`config.mk`:
```
export PLATFORM = sky130hd
export DESIGN_NAME = box_datapath
export DESIGN_NICKNAME = d
export VERILOG_FILES = /design/src/rtl/box_datapath.sv
export SDC_FILE = /design/constraint.sdc
export NUM_CORES = 1
export LEC_CHECK = 0
export ABC_AREA = 1
export ABC_CLOCK_PERIOD_IN_PS = 1600
export BUFFER_PORTS_ARGS = -buffer_cell sky130_fd_sc_hd__buf_2
export CAP_MARGIN = 5
export CORE_AREA = 4 4 83 85
export DETAILED_ROUTE_END_ITERATION = 16
export DIE_AREA = 0 0 87 89
export PLACE_DENSITY = 0.73
export SYNTH_ARGS = -nofsm -noshare
export SYNTH_HDL_FRONTEND = slang
export SYNTH_SLANG_ARGS = --single-unit
```
`constraint.sdc`:
```
create_clock -name Clock -period 1.6 [get_ports Clock]
set_input_delay 0.08 -clock Clock [delete_from_list [all_inputs] [get_ports Clock]]
set_output_delay 0.08 -clock Clock [all_outputs]
set_load 0.02 [all_outputs]
```
`src/rtl/box_datapath.sv`:
```
// box_datapath: X/Y/colour registers, 4x4 box offset counter and full-screen
// black-fill scan counter feeding a 160x120 VGA adapter. All outputs are
// combinational from registered state (plus the Y bypass), so a control
// decision made in a cycle is visible on the pixel bus in that same cycle.
module box_datapath #(
  parameter int SCREEN_W = 160,
  parameter int SCREEN_H = 120,
  parameter int BOX_BITS = 2
) (
  input  logic        Clock,
  input  logic        Reset,
  input  logic [6:0]  DataIn,
  input  logic [2:0]  ColorIn,
  input  logic        enRegX,
  input  logic        enRegY,
  input  logic        enColor,
  input  logic        enCount,
  input  logic        enALU,
  input  logic        enBlackCount,
  input  logic        SelectPath,
  input  logic        Plot,
  output logic [14:0] counter,
  output logic [7:0]  XOut,
  output logic [6:0]  YOut,
  output logic [2:0]  ColorOut,
  output logic        PlotOut
);

  localparam int          CNT_W  = 2 * BOX_BITS;
  localparam logic [7:0]  X_LAST = 8'(SCREEN_W - 1);
  localparam logic [6:0]  Y_LAST = 7'(SCREEN_H - 1);
  localparam logic [7:0]  X_LIM  = 8'(SCREEN_W);
  localparam logic [7:0]  Y_LIM  = 8'(SCREEN_H);

  logic [7:0]       reg_x_q,   reg_x_d;
  logic [6:0]       reg_y_q,   reg_y_d;
  logic [2:0]       reg_c_q,   reg_c_d;
  logic [CNT_W-1:0] box_cnt_q, box_cnt_d;
  logic [14:0]      blk_cnt_q, blk_cnt_d;
  logic [7:0]       blk_x_q,   blk_x_d;
  logic [6:0]       blk_y_q,   blk_y_d;

  // Box-path intermediate values
  logic [6:0]          y_base;
  logic [BOX_BITS-1:0] off_x;
  logic [BOX_BITS-1:0] off_y;
  logic [7:0]          x_sum;
  logic [7:0]          y_sum;
  logic                on_screen;

  // Next-state for the coordinate/colour registers: plain load-or-hold
  always_comb begin
    reg_x_d = reg_x_q;
    reg_y_d = reg_y_q;
    reg_c_d = reg_c_q;
    if (enRegX)  reg_x_d = {1'b0, DataIn};
    if (enRegY)  reg_y_d = DataIn;
    if (enColor) reg_c_d = ColorIn;
  end

  // Next-state for the box offset counter; natural wrap 15 -> 0
  always_comb begin
    box_cnt_d = box_cnt_q;
    if (enCount) box_cnt_d = box_cnt_q + CNT_W'(1);
  end

  // Next-state for the raster scan: x wraps at the right edge and bumps y;
  // the last pixel of the last row wraps the whole scan back to the origin
  always_comb begin
    blk_cnt_d = blk_cnt_q;
    blk_x_d   = blk_x_q;
    blk_y_d   = blk_y_q;
    if (enBlackCount) begin
      blk_cnt_d = blk_cnt_q + 15'd1;
      blk_x_d   = blk_x_q + 8'd1;
      if (blk_x_q == X_LAST) begin
        blk_x_d = 8'd0;
        blk_y_d = blk_y_q + 7'd1;
        if (blk_y_q == Y_LAST) begin
          blk_y_d   = 7'd0;
          blk_cnt_d = 15'd0;
        end
      end
    end
  end

  // State registers; reset dominates every enable
  always_ff @(posedge Clock) begin
    if (Reset) begin
      reg_x_q   <= '0;
      reg_y_q   <= '0;
      reg_c_q   <= '0;
      box_cnt_q <= '0;
      blk_cnt_q <= '0;
      blk_x_q   <= '0;
      blk_y_q   <= '0;
    end else begin
      reg_x_q   <= reg_x_d;
      reg_y_q   <= reg_y_d;
      reg_c_q   <= reg_c_d;
      box_cnt_q <= box_cnt_d;
      blk_cnt_q <= blk_cnt_d;
      blk_x_q   <= blk_x_d;
      blk_y_q   <= blk_y_d;
    end
  end

  // Box pixel address: the Y bypass lets the first pixel be plotted in the
  // load-Y cycle; sums are 8 bits wide so rows past 127 are still seen as
  // off-screen rather than aliasing back onto the top of the display
  always_comb begin
    y_base = enRegY ? DataIn : reg_y_q;
    off_x  = enALU ? box_cnt_q[BOX_BITS-1:0]     : '0;
    off_y  = enALU ? box_cnt_q[CNT_W-1:BOX_BITS] : '0;
    x_sum  = reg_x_q + {{(8-BOX_BITS){1'b0}}, off_x};
    y_sum  = {1'b0, y_base} + {{(8-BOX_BITS){1'b0}}, off_y};
  end

  // Output mux between the box path and the black-fill scan
  always_comb begin
    if (SelectPath) begin
      XOut      = x_sum;
      YOut      = y_sum[6:0];
      ColorOut  = reg_c_q;
      counter   = {{(15-CNT_W){1'b0}}, box_cnt_q};
      on_screen = (x_sum < X_LIM) && (y_sum < Y_LIM);
    end else begin
      XOut      = blk_x_q;
      YOut      = blk_y_q;
      ColorOut  = 3'b000;
      counter   = blk_cnt_q;
      on_screen = 1'b1;
    end
    PlotOut = Plot & on_screen;
  end

endmodule

```
; Word level (Yosys, flattened, before mapping)
; Cells that the tools add are included.
[classes]
magnitude_cmp = 2
bitwise = 1
addsub = 6
mux = 12
n_reduce_logical = 2
eq_ne = 2
[ops]
columns = op, n
row1 = 15-bit two-way mux, 3
row2 = 7-bit two-way mux, 3
row3 = 7-bit by 2-bit adder with 8-bit output, 2
row4 = 8-bit two-way mux, 2
row5 = 15-bit by 1-bit adder with 15-bit output (second input constant), 1
row6 = 8-bit by 1-bit adder with 8-bit output (second input constant), 1
row7 = 8-bit == test (second input constant), 1
row8 = 8-bit by 7-bit less-than comparator with 1-bit output (second input constant), 1
row9 = 8-bit less-than comparator (second input constant), 1
row10 = 7-bit by 1-bit adder with 7-bit output (second input constant), 1
row11 = 7-bit == test (second input constant), 1
row12 = 4-bit by 1-bit adder with 4-bit output (second input constant), 1
row13 = 2-bit two-way mux, 2
row14 = 3-bit two-way mux, 1
row15 = 2-bit AND reduction, 1
row16 = 1-bit AND, 1
row17 = 1-bit logical AND, 1
row18 = 1-bit two-way mux, 1
[totals]
in_bits = 20
out_inout_bits = 34
word_cells = 32
regBits = 51

; Logic depth before layout (Yosys ltp)
[depth]
word_depth = 6
mapped_depth = 14
depth_no_buf = 13

; Worst setup path before layout
; No wires, ideal clock.
[synth_path]
path_type = flip-flop to output port
start = register box_cnt_q[0]
end = output XOut[6]
path_stages_with_launch = 11
n_path_buf = 0
arrival_ns = 1.980
slack_ns = -0.460
required_ns = 1.520
path_cell_list = dfxtp_1 -> nand2_1 -> inv_1 -> ha_1 -> inv_1 -> fa_1 -> inv_1 -> nand3_1 -> nand3b_1 -> xor2_1 -> o21ai_0
[synth_via]
elab_chain_len = 3
[synth_rtl]
columns = item, line_no
row1 = start: declaration, 38  ; logic [CNT_W-1:0] box_cnt_q, box_cnt_d;
row2 = start signal: assignment, 101  ; box_cnt_q <= box_cnt_d;
row3 = 2-bit two-way mux, 113  ; off_x = enALU ? box_cnt_q[BOX_BITS-1:0] : '0;
row4 = 7-bit by 2-bit adder with 8-bit output, 115  ; x_sum = reg_x_q + {{(8-BOX_BITS){1'b0}}, off_x};
row5 = 8-bit two-way mux, 121  ; if (SelectPath) begin
row6 = end: declaration, 23  ; output logic [7:0] XOut,
; No other way between the ends.

; Final worst setup path
[layout_path]
start = register box_cnt_q[0]
end = output PlotOut
[layout_via]
elab_chain_len = 6
[layout_rtl]
columns = item, line_no
row1 = 2-bit two-way mux, 113
row2 = 7-bit by 2-bit adder with 8-bit output, 115
row3 = 8-bit less-than comparator, 126  ; on_screen = (x_sum < X_LIM) && (y_sum < Y_LIM);
row4 = 1-bit logical AND, 126
row5 = 1-bit two-way mux, 121
row6 = 1-bit AND, 134  ; PlotOut = Plot & on_screen;
row7 = end: declaration, 26  ; output logic PlotOut
; No other way between the ends.

==> results_dict.tcl <==
set metrics [dict create \
    die_height_um 89 \
    die_area_mm2 0.00774 \
    critical_path.max_fanout 2 \
    wire_per_inst_um 12.3 \
    dpl.cell_count 602 \
    drt_pass1_iterations 4 \
    fin_crit_sh_pct 140 \
    rsz0062_at_grt "true" \
    ys_warn_count 0 \
    synth_xor_area_share_pct 2.34 \
    numPortBuffers 53 \
    synth_top_area_share_pct 34.0 \
    grt_use_total_pct 20.1 \
    ys_ff_latch 51 \
    place_congestion 0.883 \
    seq_area_frac_synth_pct 34.0 \
    cts_buffers 5 \
    grt_pass1_vias 2869 \
    rows 29 \
    setup_viol 14 \
    crit_family "simple AND/OR/NAND/NOR gates" \
    violations "setup timing" \
    ir_worst_vdd_v 0.000426 \
    synth_top_family_by_area "simple AND/OR/NAND/NOR gates" \
    cts-root-buf "clkbuf_8" \
    slew_headroom_pct 61.7 \
    hp-class "primary input to flop" \
    regArea_mm2 0.00102 \
    io_pins 54 \
    avgSynthCellArea_um2 6.55 \
    grt_first_pass_wirelength_um 12600 \
    synth-simple-area-share_pct 34.6 \
    vias_per_cell 5.01 \
    leakage_nw 1.80 \
    synth_edf_count 0 \
    hpwlAfterDp_um 5620 \
    cts.sinks 51 \
    antenna_left 0 \
    drtIter0Drc 182 \
    antenna_found_initial 0 \
    max-clock-path-buffers 2 \
    maxSlewViolCount 0 \
    cp.arrival_ns 2.15 \
    setup_slack_ns -0.634 \
    grt-ovfl-total 0 \
    die_w_um 87 \
    synth_cell_types 34 \
    maxCapViolCount 0 \
    route.detailed.drc 0 \
    synth_flop_cell "dfxtp_1" \
    fin_nets 569 \
    synthTopCellsByArea "dfxtp_1, nand2_1, inv_1, nor2_1, o21ai_0" \
    utilization_pct 62.6 \
    period_needed_ns 2.23 \
    area_delta_synth_final_pct 29.5 \
    end_kind "output pin" \
    syn_area_mm2 0.00300 \
    drive_gt1_share_pct 29.3 \
    clkLatencyLatePin_ns 0.31 \
    layout_common_cells "nand2_1, inv_1, nor2_1" \
    layout_commonest_cell "nand2_1" \
    multi_input_area_mm2 0.00182 \
    finClkSkew_ns 0.0107 \
    netlist_instances 458 \
    final-hold-violation-count 0 \
    cp_cell_sequence "nand2_2 > inv_2 > ha_4 > inv_2 > fa_2 > inv_2 > nand3_2 > nand3b_1 > nand3_1 > nand2_1 > nand2_1 > nand2_2 > nor2_4 > buf_6" \
    required_ns 1.52 \
    grt_max_degree 24 \
    diodes 0 \
    stdcell_count 617 \
    synth_compound_area_share_pct 13.2 \
    start_util_pct 48.3 \
    drt_wl_total_um 7570 \
    async_flop_share_pct 0 \
    path_buf_inv 4 \
    path_clk_slew_ns 0.09 \
    start_kind "flop" \
    yosysTopAreaCell "dfxtp_1" \
    max_freq_ghz 0.448 \
    synthAdderAreaFrac_pct 4.67 \
    criticalPathCategory "flop to output pin" \
    power_w 0.00253 \
    slowest_delay_ns 0.34 \
    dp_slack_ns -0.288 \
    synth_nets 488 \
    status "finished with violations" \
    core-area_mm2 0.00620 \
    cts_tree "done" \
    cpMaxStageDelayCell "dfxtp_2" \
    synth_mux_area_share_pct 0 \
    num_vias 3091 \
    setup-tns-final_ns -5.28 \
    fill_cells 552 \
    cp_common_cell "inv_2" \
    p_per_area_mw_per_mm2 653 \
    worst_pin_slew_ns 0.574 \
    htreeDepth 2 \
]
[what timing repair did]
| item | 4_1_cts | 5_1_grt |
|---|---|---|
| hold endpoints to repair | 2 | 0 |
| hold buffers | 2 | 0 |
| setup endpoints to repair | 14 | 33 |
| resized for setup | 31 | 36 |
| setup buffers | 4 | 3 |
| pin swaps | 15 | 9 |
[stage by stage]
stage	hold WS (ns)	instance area (µm²)
after floorplan	0.149	3030
after global placement	0.303	3530
after detailed placement	0.308	3530
after CTS	0.00408	3740
after global routing	0.0385	3880
final	0.00812	3880
[Yosys cell counts (2+ instances only)]
library cell	n
buf_4	4
a21oi_1	24
nand2_2	2
o22ai_1	3
nor3_4	2
nor3_1	11
clkbuf_1	8
nand4_1	4
nor2_2	7
o21ai_0	41
nor2_1	58
dfxtp_1	51
nor3b_1	3
a21oi_2	2
ha_1	8
nor3_2	3
nand2_1	120
nand3_1	20
xor2_1	7
fa_1	2
inv_1	65
[final timing paths]
kind,startpoint,end,slack [ns],depth (start not counted)
min,ColorIn[1],reg_c_q[1],0.008,3
max reg2reg,blk_x_q[0],blk_cnt_q[12],0.09,9
max,box_cnt_q[0],PlotOut,-0.63,14
min reg2reg,blk_cnt_q[11],blk_cnt_q[11],0.50,2
[area by class of cell]
cell class	instances	area share [%]
clock buffers	5	1.77
clock inverters	3	0.516
inverters	67	6.57
multi-input cells	327	46.8
flip-flops and latches	51	26.4
well taps	77	2.48
repair buffers	87	15.5
[routing by layer]
metal | vias up | routed length [µm] | GRT usage (%)
li1 | 1612 | - | -
met1 | 1398 | 3420 | 25.3
met2 | 71 | 3680 | 35.1
met3 | 10 | 348 | 3.41
met4 | 0 | 118 | 6.09
met5 | - | 0 | 0
[kinds of logic after synthesis]
group,after synthesis
buf+inv,80
flops,51
fa+ha+maj,10
xor+xnor,8
simple gates,235
compound gates,74
[worst register-to-register path, stage by stage (launching register included)]
cell,delay [ns]
dfxtp_2,0.38
ha_4,0.14
nand2_1,0.06
inv_2,0.07
nand2_2,0.07
nor2_4,0.16
nand2_4,0.12
o21ai_4,0.16
buf_12,0.18
nor3b_1,0.06
[flip-flops by register name, summed over array words and instances (netlist names)]
name,flops
blk_y_q,7
box_cnt_q,4
reg_y_q,7
reg_x_q,7
blk_cnt_q,15
blk_x_q,8
reg_c_q,3
[report_power, final]
part | switching (W) | total [W] | internal, W
clock network | 0.000443 | 0.000748 | 0.000305
registers | 0.0000329 | 0.00134 | 0.00131
logic | 0.000269 | 0.000441 | 0.000172
Power figures use the tool's default switching activity.
